**src/rtl/hazard_stall_unit.sv**
```systemverilog
// hazard_stall_unit
// Pipeline hazard sequencer for the 5-stage MIPS core. Sits beside the ID
// stage and drives the PC / IF-ID enables, the IF/ID flush and the control
// bubble select (Check) feeding the ID/EX squash mux.
//
// Ports:
//   Clk, Rst_n        clock (rising edge), synchronous active-low reset
//   ID_Rs, ID_Rt      source register fields of the instruction in ID
//   ID_UsesRt         instruction in ID reads rt
//   EX_MemRead, EX_Rt load in EX and its destination register
//   Redirect          taken branch / jump resolved this cycle
//   MemBusy           data memory not ready, whole pipe holds
//   PCWrite, IFIDWrite, IFIDFlush, Check, PipeHold   hazard controls
//   State             FSM state (RUN=0, FLUSH=1, MEMWAIT=2)
//
// Optional feature macro: HAZARD_STATS_EN
//   Adds StallCount / FlushCount (32-bit saturating event counters).
//
// state   | meaning
// --------+-----------------------------------------------------------
// RUN     | normal flow; load-use stalls handled here with no extra state
// FLUSH   | extra IF/ID flush cycles after a redirect (cnt remaining)
// MEMWAIT | data memory busy; everything held, resumes to ret state

module hazard_stall_unit #(
    parameter int unsigned FLUSH_CYCLES = 1
) (
    input  logic       Clk,
    input  logic       Rst_n,
    input  logic [4:0] ID_Rs,
    input  logic [4:0] ID_Rt,
    input  logic       ID_UsesRt,
    input  logic       EX_MemRead,
    input  logic [4:0] EX_Rt,
    input  logic       Redirect,
    input  logic       MemBusy,
    output logic       PCWrite,
    output logic       IFIDWrite,
    output logic       IFIDFlush,
    output logic       Check,
    output logic       PipeHold,
    output logic [1:0] State
`ifdef HAZARD_STATS_EN
    ,
    output logic [31:0] StallCount,
    output logic [31:0] FlushCount
`endif
);

    typedef enum logic [1:0] {
        ST_RUN     = 2'd0,
        ST_FLUSH   = 2'd1,
        ST_MEMWAIT = 2'd2
    } state_t;

    localparam logic [2:0] CNT_RELOAD = 3'(FLUSH_CYCLES - 1);

    state_t     r_state;
    state_t     r_ret;
    logic [2:0] r_cnt;

    state_t     w_state_nxt;
    state_t     w_ret_nxt;
    logic [2:0] w_cnt_nxt;
    logic       w_load_use;
    logic       w_stall;
    logic       w_pc_write;
    logic       w_ifid_write;
    logic       w_ifid_flush;
    logic       w_check;
    logic       w_pipe_hold;

    // $zero is never a real dependency, so a load into r0 cannot stall.
    assign w_load_use = EX_MemRead && (EX_Rt != 5'd0) &&
                        ((EX_Rt == ID_Rs) || (ID_UsesRt && (EX_Rt == ID_Rt)));

    always_comb begin
        w_pc_write   = 1'b1;
        w_ifid_write = 1'b1;
        w_ifid_flush = 1'b0;
        w_check      = 1'b0;
        w_pipe_hold  = 1'b0;
        w_stall      = 1'b0;
        w_state_nxt  = r_state;
        w_ret_nxt    = r_ret;
        w_cnt_nxt    = r_cnt;

        case (r_state)
            ST_RUN: begin
                if (MemBusy) begin
                    w_pc_write   = 1'b0;
                    w_ifid_write = 1'b0;
                    w_pipe_hold  = 1'b1;
                    w_state_nxt  = ST_MEMWAIT;
                    w_ret_nxt    = ST_RUN;
                end else if (Redirect) begin
                    // Redirect beats load-use: the dependent instruction is squashed anyway.
                    w_ifid_flush = 1'b1;
                    w_check      = 1'b1;
                    if (FLUSH_CYCLES > 1) begin
                        w_cnt_nxt   = CNT_RELOAD;
                        w_state_nxt = ST_FLUSH;
                    end
                end else if (w_load_use) begin
                    w_pc_write   = 1'b0;
                    w_ifid_write = 1'b0;
                    w_check      = 1'b1;
                    w_stall      = 1'b1;
                end
            end
            ST_FLUSH: begin
                if (MemBusy) begin
                    // cnt frozen so the flush resumes where it left off.
                    w_pc_write   = 1'b0;
                    w_ifid_write = 1'b0;
                    w_pipe_hold  = 1'b1;
                    w_state_nxt  = ST_MEMWAIT;
                    w_ret_nxt    = ST_FLUSH;
                end else begin
                    w_ifid_flush = 1'b1;
                    w_check      = 1'b1;
                    if (Redirect) begin
                        w_cnt_nxt = CNT_RELOAD;
                    end else if (r_cnt <= 3'd1) begin
                        w_cnt_nxt   = 3'd0;
                        w_state_nxt = ST_RUN;
                    end else begin
                        w_cnt_nxt = r_cnt - 3'd1;
                    end
                end
            end
            ST_MEMWAIT: begin
                w_pc_write   = 1'b0;
                w_ifid_write = 1'b0;
                w_pipe_hold  = 1'b1;
                if (!MemBusy) begin
                    w_state_nxt = r_ret;
                end
            end
            default: begin
                w_state_nxt = ST_RUN;
            end
        endcase

        // Reset forces a safe squash pattern regardless of the state held.
        if (!Rst_n) begin
            w_pc_write   = 1'b0;
            w_ifid_write = 1'b0;
            w_ifid_flush = 1'b1;
            w_check      = 1'b1;
            w_pipe_hold  = 1'b0;
            w_stall      = 1'b0;
        end
    end

    always_ff @(posedge Clk) begin
        if (!Rst_n) begin
            r_state <= ST_RUN;
            r_ret   <= ST_RUN;
            r_cnt   <= 3'd0;
        end else begin
            r_state <= w_state_nxt;
            r_ret   <= w_ret_nxt;
            r_cnt   <= w_cnt_nxt;
        end
    end

    assign PCWrite   = w_pc_write;
    assign IFIDWrite = w_ifid_write;
    assign IFIDFlush = w_ifid_flush;
    assign Check     = w_check;
    assign PipeHold  = w_pipe_hold;
    assign State     = Rst_n ? r_state : ST_RUN;

`ifdef HAZARD_STATS_EN
    logic [31:0] r_stall_count;
    logic [31:0] r_flush_count;

    always_ff @(posedge Clk) begin
        if (!Rst_n) begin
            r_stall_count <= 32'd0;
            r_flush_count <= 32'd0;
        end else begin
            if (w_stall && (r_stall_count != 32'hFFFF_FFFF)) begin
                r_stall_count <= r_stall_count + 32'd1;
            end
            if (w_ifid_flush && (r_flush_count != 32'hFFFF_FFFF)) begin
                r_flush_count <= r_flush_count + 32'd1;
            end
        end
    end

    assign StallCount = r_stall_count;
    assign FlushCount = r_flush_count;
`endif

endmodule

```
**config.mk**
```make
export PLATFORM = sky130hd
export DESIGN_NAME = hazard_stall_unit
export DESIGN_NICKNAME = d
export VERILOG_FILES = /design/src/rtl/hazard_stall_unit.sv
export SDC_FILE = /design/constraint.sdc
export NUM_CORES = 1
export LEC_CHECK = 0
export ABC_AREA = 1
export CELL_PAD_IN_SITES_DETAIL_PLACEMENT = 1
export CELL_PAD_IN_SITES_GLOBAL_PLACEMENT = 2
export CORE_UTILIZATION = 20
export DETAILED_ROUTE_END_ITERATION = 16
export HOLD_SLACK_MARGIN = 0.03
export MAX_ROUTING_LAYER = met4
export PLACE_DENSITY = 0.9
export SKIP_CTS_REPAIR_TIMING = 1
export SLEW_MARGIN = 10
export SYNTH_ARGS = -nofsm -noshare
export SYNTH_HDL_FRONTEND = slang
export SYNTH_SLANG_ARGS = --single-unit
```
**constraint.sdc**
```tcl
create_clock -name Clk -period 3.9 [get_ports Clk]
set_input_delay 1.17 -clock Clk [delete_from_list [all_inputs] [get_ports Clk]]
set_output_delay 1.17 -clock Clk [all_outputs]
set_load 0.01 [all_outputs]
```
### After elaboration in Yosys (flattened, before gate mapping)

Cells that the tools add are included.

| storage, ports and cells | value |
|---|---|
| flip-flop bits (word level) | 7 |
| input port bits | 21 |
| word-level logic and storage cells | 56 |
| output and inout port bits | 7 |

| operators by class | value |
|---|---|
| add/sub/neg operators | 1 |
| equal/unequal tests | 9 |
| bitwise gates (word level) | 1 |
| order comparisons | 1 |
| reduce and logical (&&, ||, !) cells | 11 |
| muxes and demuxes | 30 |

Operators with widths:

| kind | count |
|---|---|
| two-way mux 2 bit | 8 |
| two-way mux 1 bit | 14 |
| equality test 5 bit | 2 |
| two-way mux 3 bit | 2 |
| != test 2 bit, second input constant | 3 |
| != test 3 bit, second input constant | 2 |
| one-hot mux 1 bit (2 select lines) | 3 |
| one-hot mux 2 bit (3 select lines) | 1 |
| nonzero test 5 bit | 1 |
| one-hot mux 2 bit (2 select lines) | 1 |
| AND reduction 4 bit | 1 |
| less-or-equal comparator 3 x 1 -> 1 bit, second input constant | 1 |
| logical AND 1 bit | 3 |
| one-hot mux 1 bit (3 select lines) | 1 |
| AND reduction 3 bit | 1 |
| subtractor 3 x 1 -> 3 bit, second input constant | 1 |
| equality test 2 x 1 -> 1 bit, second input constant | 1 |
| equality test 2 bit, second input constant | 1 |
| logical NOT 2 bit | 1 |
| AND reduction 2 bit | 1 |
| nonzero test 2 bit | 1 |
| OR reduction 2 bit | 1 |
| logical OR 1 bit | 1 |
| inverter 1 bit | 1 |

### Depth between registers and ports, before layout

| depth | value |
|---|---|
| depth after elaboration | 9 |
| gate-level depth with buffers | 10 |
| depth with buffers taken out | 9 |

### Least setup slack after synthesis

No wires, ideal clock.

| timing | value |
|---|---|
| kind | input port to output port |
| start point | input EX_Rt[1] |
| end point | output PCWrite |
| required time | 2.730 ns |
| setup slack | 0.886 ns |
| path buffers | 1 |
| arrival | 1.844 ns |
| stages on the path | 8 |
| path through | inv_1 nand4_1 o21ai_0 inv_1 nand3_1 nand2_1 inv_1 buf_4 |

| on the way | value |
|---|---|
| longest elaborated chain between the ends | 9 |
| elaborated cells between the ends (all ways) | 12 |
| those cells by class | eq/ne: 2; mux: 5; reduce/logical: 5 |

RTL lines:

| element | line | RTL |
|---|---|---|
| start, declared | 34 | `input logic [4:0] EX_Rt,` |
| equality test 5 bit | 75 | `((EX_Rt == ID_Rs) \|\| (ID_UsesRt && (EX_Rt == ID_Rt)));` |
| logical AND 1 bit | 75 |  |
| logical OR 1 bit | 75 |  |
| logical AND 1 bit * | 74 | `assign w_load_use = EX_MemRead && (EX_Rt != 5'd0) &&` |
| two-way mux 1 bit * (3 in series) | - |  |
| one-hot mux 1 bit (3 select lines) * | - |  |
| two-way mux 1 bit * | - |  |
| end, declared | 37 | `output logic PCWrite,` |

Every way passes the cells marked *; elsewhere a longest branch is shown, timed or not.

### Worst setup path in the final report

| timing | value |
|---|---|
| start point | input MemBusy |
| end point | output IFIDFlush |

| on the way | value |
|---|---|
| longest elaborated chain between the ends | 3 |
| elaborated cells between the ends (all ways) | 4 |
| those cells by class | mux: 4 |

RTL lines:

| element | line | RTL |
|---|---|---|
| start, declared | 36 | `input logic MemBusy,` |
| two-way mux 1 bit, on equally long branches | 112, 90 |  |
| one-hot mux 1 bit (2 select lines) * | 88 | `case (r_state)` |
| two-way mux 1 bit * | 146 | `if (!Rst_n) begin` |
| end, declared | 39 | `output logic IFIDFlush,` |

Marked as above.

==> impl_metrics.csv <==
group,metric,value,unit
logic_synthesis,netlist.area_leader.share,21.43,%
drt,drtIter0Drc,15,
cells_and_area,fin_util,34.77,%
logic_synthesis,synth-seq-cells,6,
logic_synthesis,syn_nets,129,
outcome,status,"complete, no violations",
logic_synthesis,synthCells,106,
logic_synthesis,ys_warn_count,0,
logic_synthesis,synth_area,595.6,um2
logic_synthesis,synthDistinctLibCells,21,
drt,avgRoutedWirePerCell,10.77,um
clock_tree,root_buffer,"clkbuf_4",
critical_path,endpoint_kind,"primary output",
job,drv_cap,0,
drt,drtPass1Iterations,4,
power_and_ir_drop,total_power,0.1852,mW
logic_synthesis,ys_seq_area_share,20.17,%
grt,grt-ovfl-total,0,
drt,via_per_inst,4.253,
cells_and_area,n_antenna_cell,0,
grt,grt_pass1_vias,744,
placement,post-dp-hpwl,1614,um
sta,skew,0.001339,ns
critical_path,worstSetupStartpointType,"input port",
drt,drc_errors,0,
clock_tree,clock_path_buffers,2,
floorplanning,core_region_area,2781,um2
drt,drt-total-wl,1831,um
clock_tree,cts_tree,"built",
floorplanning,rows,19,
cells_and_area,final_common_cell,"nand2_1",
logic_synthesis,syn_avg_cell_area,5.619,um2
critical_path,worst_ep_required_time,2.73,ns
sta,hold_viol_final,0,
critical_path,worst_ep_arrival_time,2.57,ns
cells_and_area,multi_input_area,365.4,um2
drt,vias,723,
grt,antenna_found_initial,0,
sta,whs,0.4980,ns
min_path,hp-class,"reg -> reg",
drt,ant_nets,0,
critical_path,critPathMaxFanout,3,
power_and_ir_drop,power_leakage,0.5623,nW
cells_and_area,nets,164,
clock_tree,h-tree-depth,1,
grt,grt_max_degree,6,
sta,final.min_clock_period,3.737,ns
clock_tree,insertion_delay,0.25,ns
floorplanning,initial_utilization,21.41,%
sta,max_slew_margin,83.14,%
sta,final-setup-viol-count,0,
sta,worstMarginPinSlew,0.2523,ns
power_and_ir_drop,irDropWorstVdd,0.08863,mV
logic_synthesis,yosys.area.top_type,"nand2_1",
clock_tree,cts-buffers-inserted,3,
placement,place.gp.congestion,0.7462,
cells_and_area,drive_gt1_share,10.79,%
floorplanning,die_y,56.57,um
clock_tree,clk_pin_slew,0.05,ns
power_and_ir_drop,p_per_area,191.5,nW/um2
cells_and_area,nFillCells,378,
critical_path,crit_type,"in -> out",
sta,rsz0062_at_grt,"false",
sta,max_freq,267.6,MHz
logic_synthesis,synth_area_leaders,"nand2_1 21%, dfxtp_1 20%, inv_1 15%",
sta,post-route-period-util,95.83,%
floorplanning,io_pins,28,
placement,portBuffers,27,
cells_and_area,regArea,120.1,um2
floorplanning,die_area,3200,um2
sta,drv_slew,0,
grt,grt_pass1_wl,3167,um
clock_tree,cts.sinks,6,
cells_and_area,area_growth,62.40,%
floorplanning,die_x,56.57,um
grt,grtUsageTotal,13.24,%
cells_and_area,most-common-layout-cells,"34 x nand2_1, 24 x inv_1, 21 x clkdlybuf4s50_1, 8 x nor2_1",
worst max-delay path: stages:
cell,delay (ns)
clkdlybuf4s50_1,0.46
nor2_4,0.15
inv_2,0.06
o21ai_1,0.17
clkdlybuf4s50_1,0.56
where the power goes:
group | switching, mW | total (mW) | internal [mW] | leakage (nW)
registers | 0.00103 | 0.0631 | 0.0620 | 0.0486
clock network | 0.0247 | 0.0596 | 0.0350 | 0.0138
logic | 0.0277 | 0.0625 | 0.0347 | 0.500
routing by layer:
metal | vias to the layer above | track usage (%) | routed length (um)
li1 | 386 | - | -
met2 | 13 | 21.51 | 890
met5 | - | - | 0
met3 | 4 | 1.382 | 50
met4 | 0 | 7.317 | 36
met1 | 320 | 15.94 | 854
path summary, 6_finish.rpt:
kind,slack (ns),startpoint,cells past startpoint,endpoint
max,0.16,MemBusy,5,IFIDFlush
min,0.50,r_cnt[2]$_SDFFE_PN0P_,2,r_cnt[2]$_SDFFE_PN0P_
max reg2reg,2.64,r_cnt[1]$_SDFFE_PN0P_,6,r_cnt[1]$_SDFFE_PN0P_
min reg2reg,0.50,r_cnt[2]$_SDFFE_PN0P_,2,r_cnt[2]$_SDFFE_PN0P_
stage by stage:
step                setup WS (ns)  setup TNS, ns  cell area, um2  instances
floorplan                  0.8860              0           595.6        106
global placement         -0.07867        -0.1893           927.1        167
detailed placement        -0.1318        -0.3403           927.1        167
CTS                       -0.1431        -0.3770           949.7        170
global route              0.09170              0           967.2        170
finish                     0.1625              0           967.2        170
final cells by class:
type	instances	area share, %
clock buffers	3	2.329
inverters	28	10.87
multi-input cells	71	37.77
flip-flops and latches	6	12.42
well taps	31	4.010
repair buffers	31	32.60
Yosys cell counts:
cell type	n
o21a_1	1
o21ai_0	3
nand4_1	3
inv_1	24
buf_4	1
dfxtp_1	6
o32ai_1	1
nor2_4	1
nand3_2	1
nand3_1	4
nand2_1	34
nor2_8	1
o21bai_1	1
ha_1	2
inv_2	4
o21ai_1	3
nor2_1	9
nor3_1	2
xor2_1	1
a21oi_1	3
xnor2_1	1
registers in the layout (all words and copies together), names as in the netlist:
name / flops
r_ret: 1
r_cnt: 3
r_state: 2
logic make-up (layout without fill, tap and decap cells):
kind of cell	Yosys count	after routing	share of synthesized area (%)
compound gates	12	12	11.55
xor+xnor	2	2	2.942
fa+ha+maj	2	2	4.201
buf+inv	29	62	18.91
flops	6	6	20.17
simple gates	55	55	42.23
(Power assumes the default switching activity.)
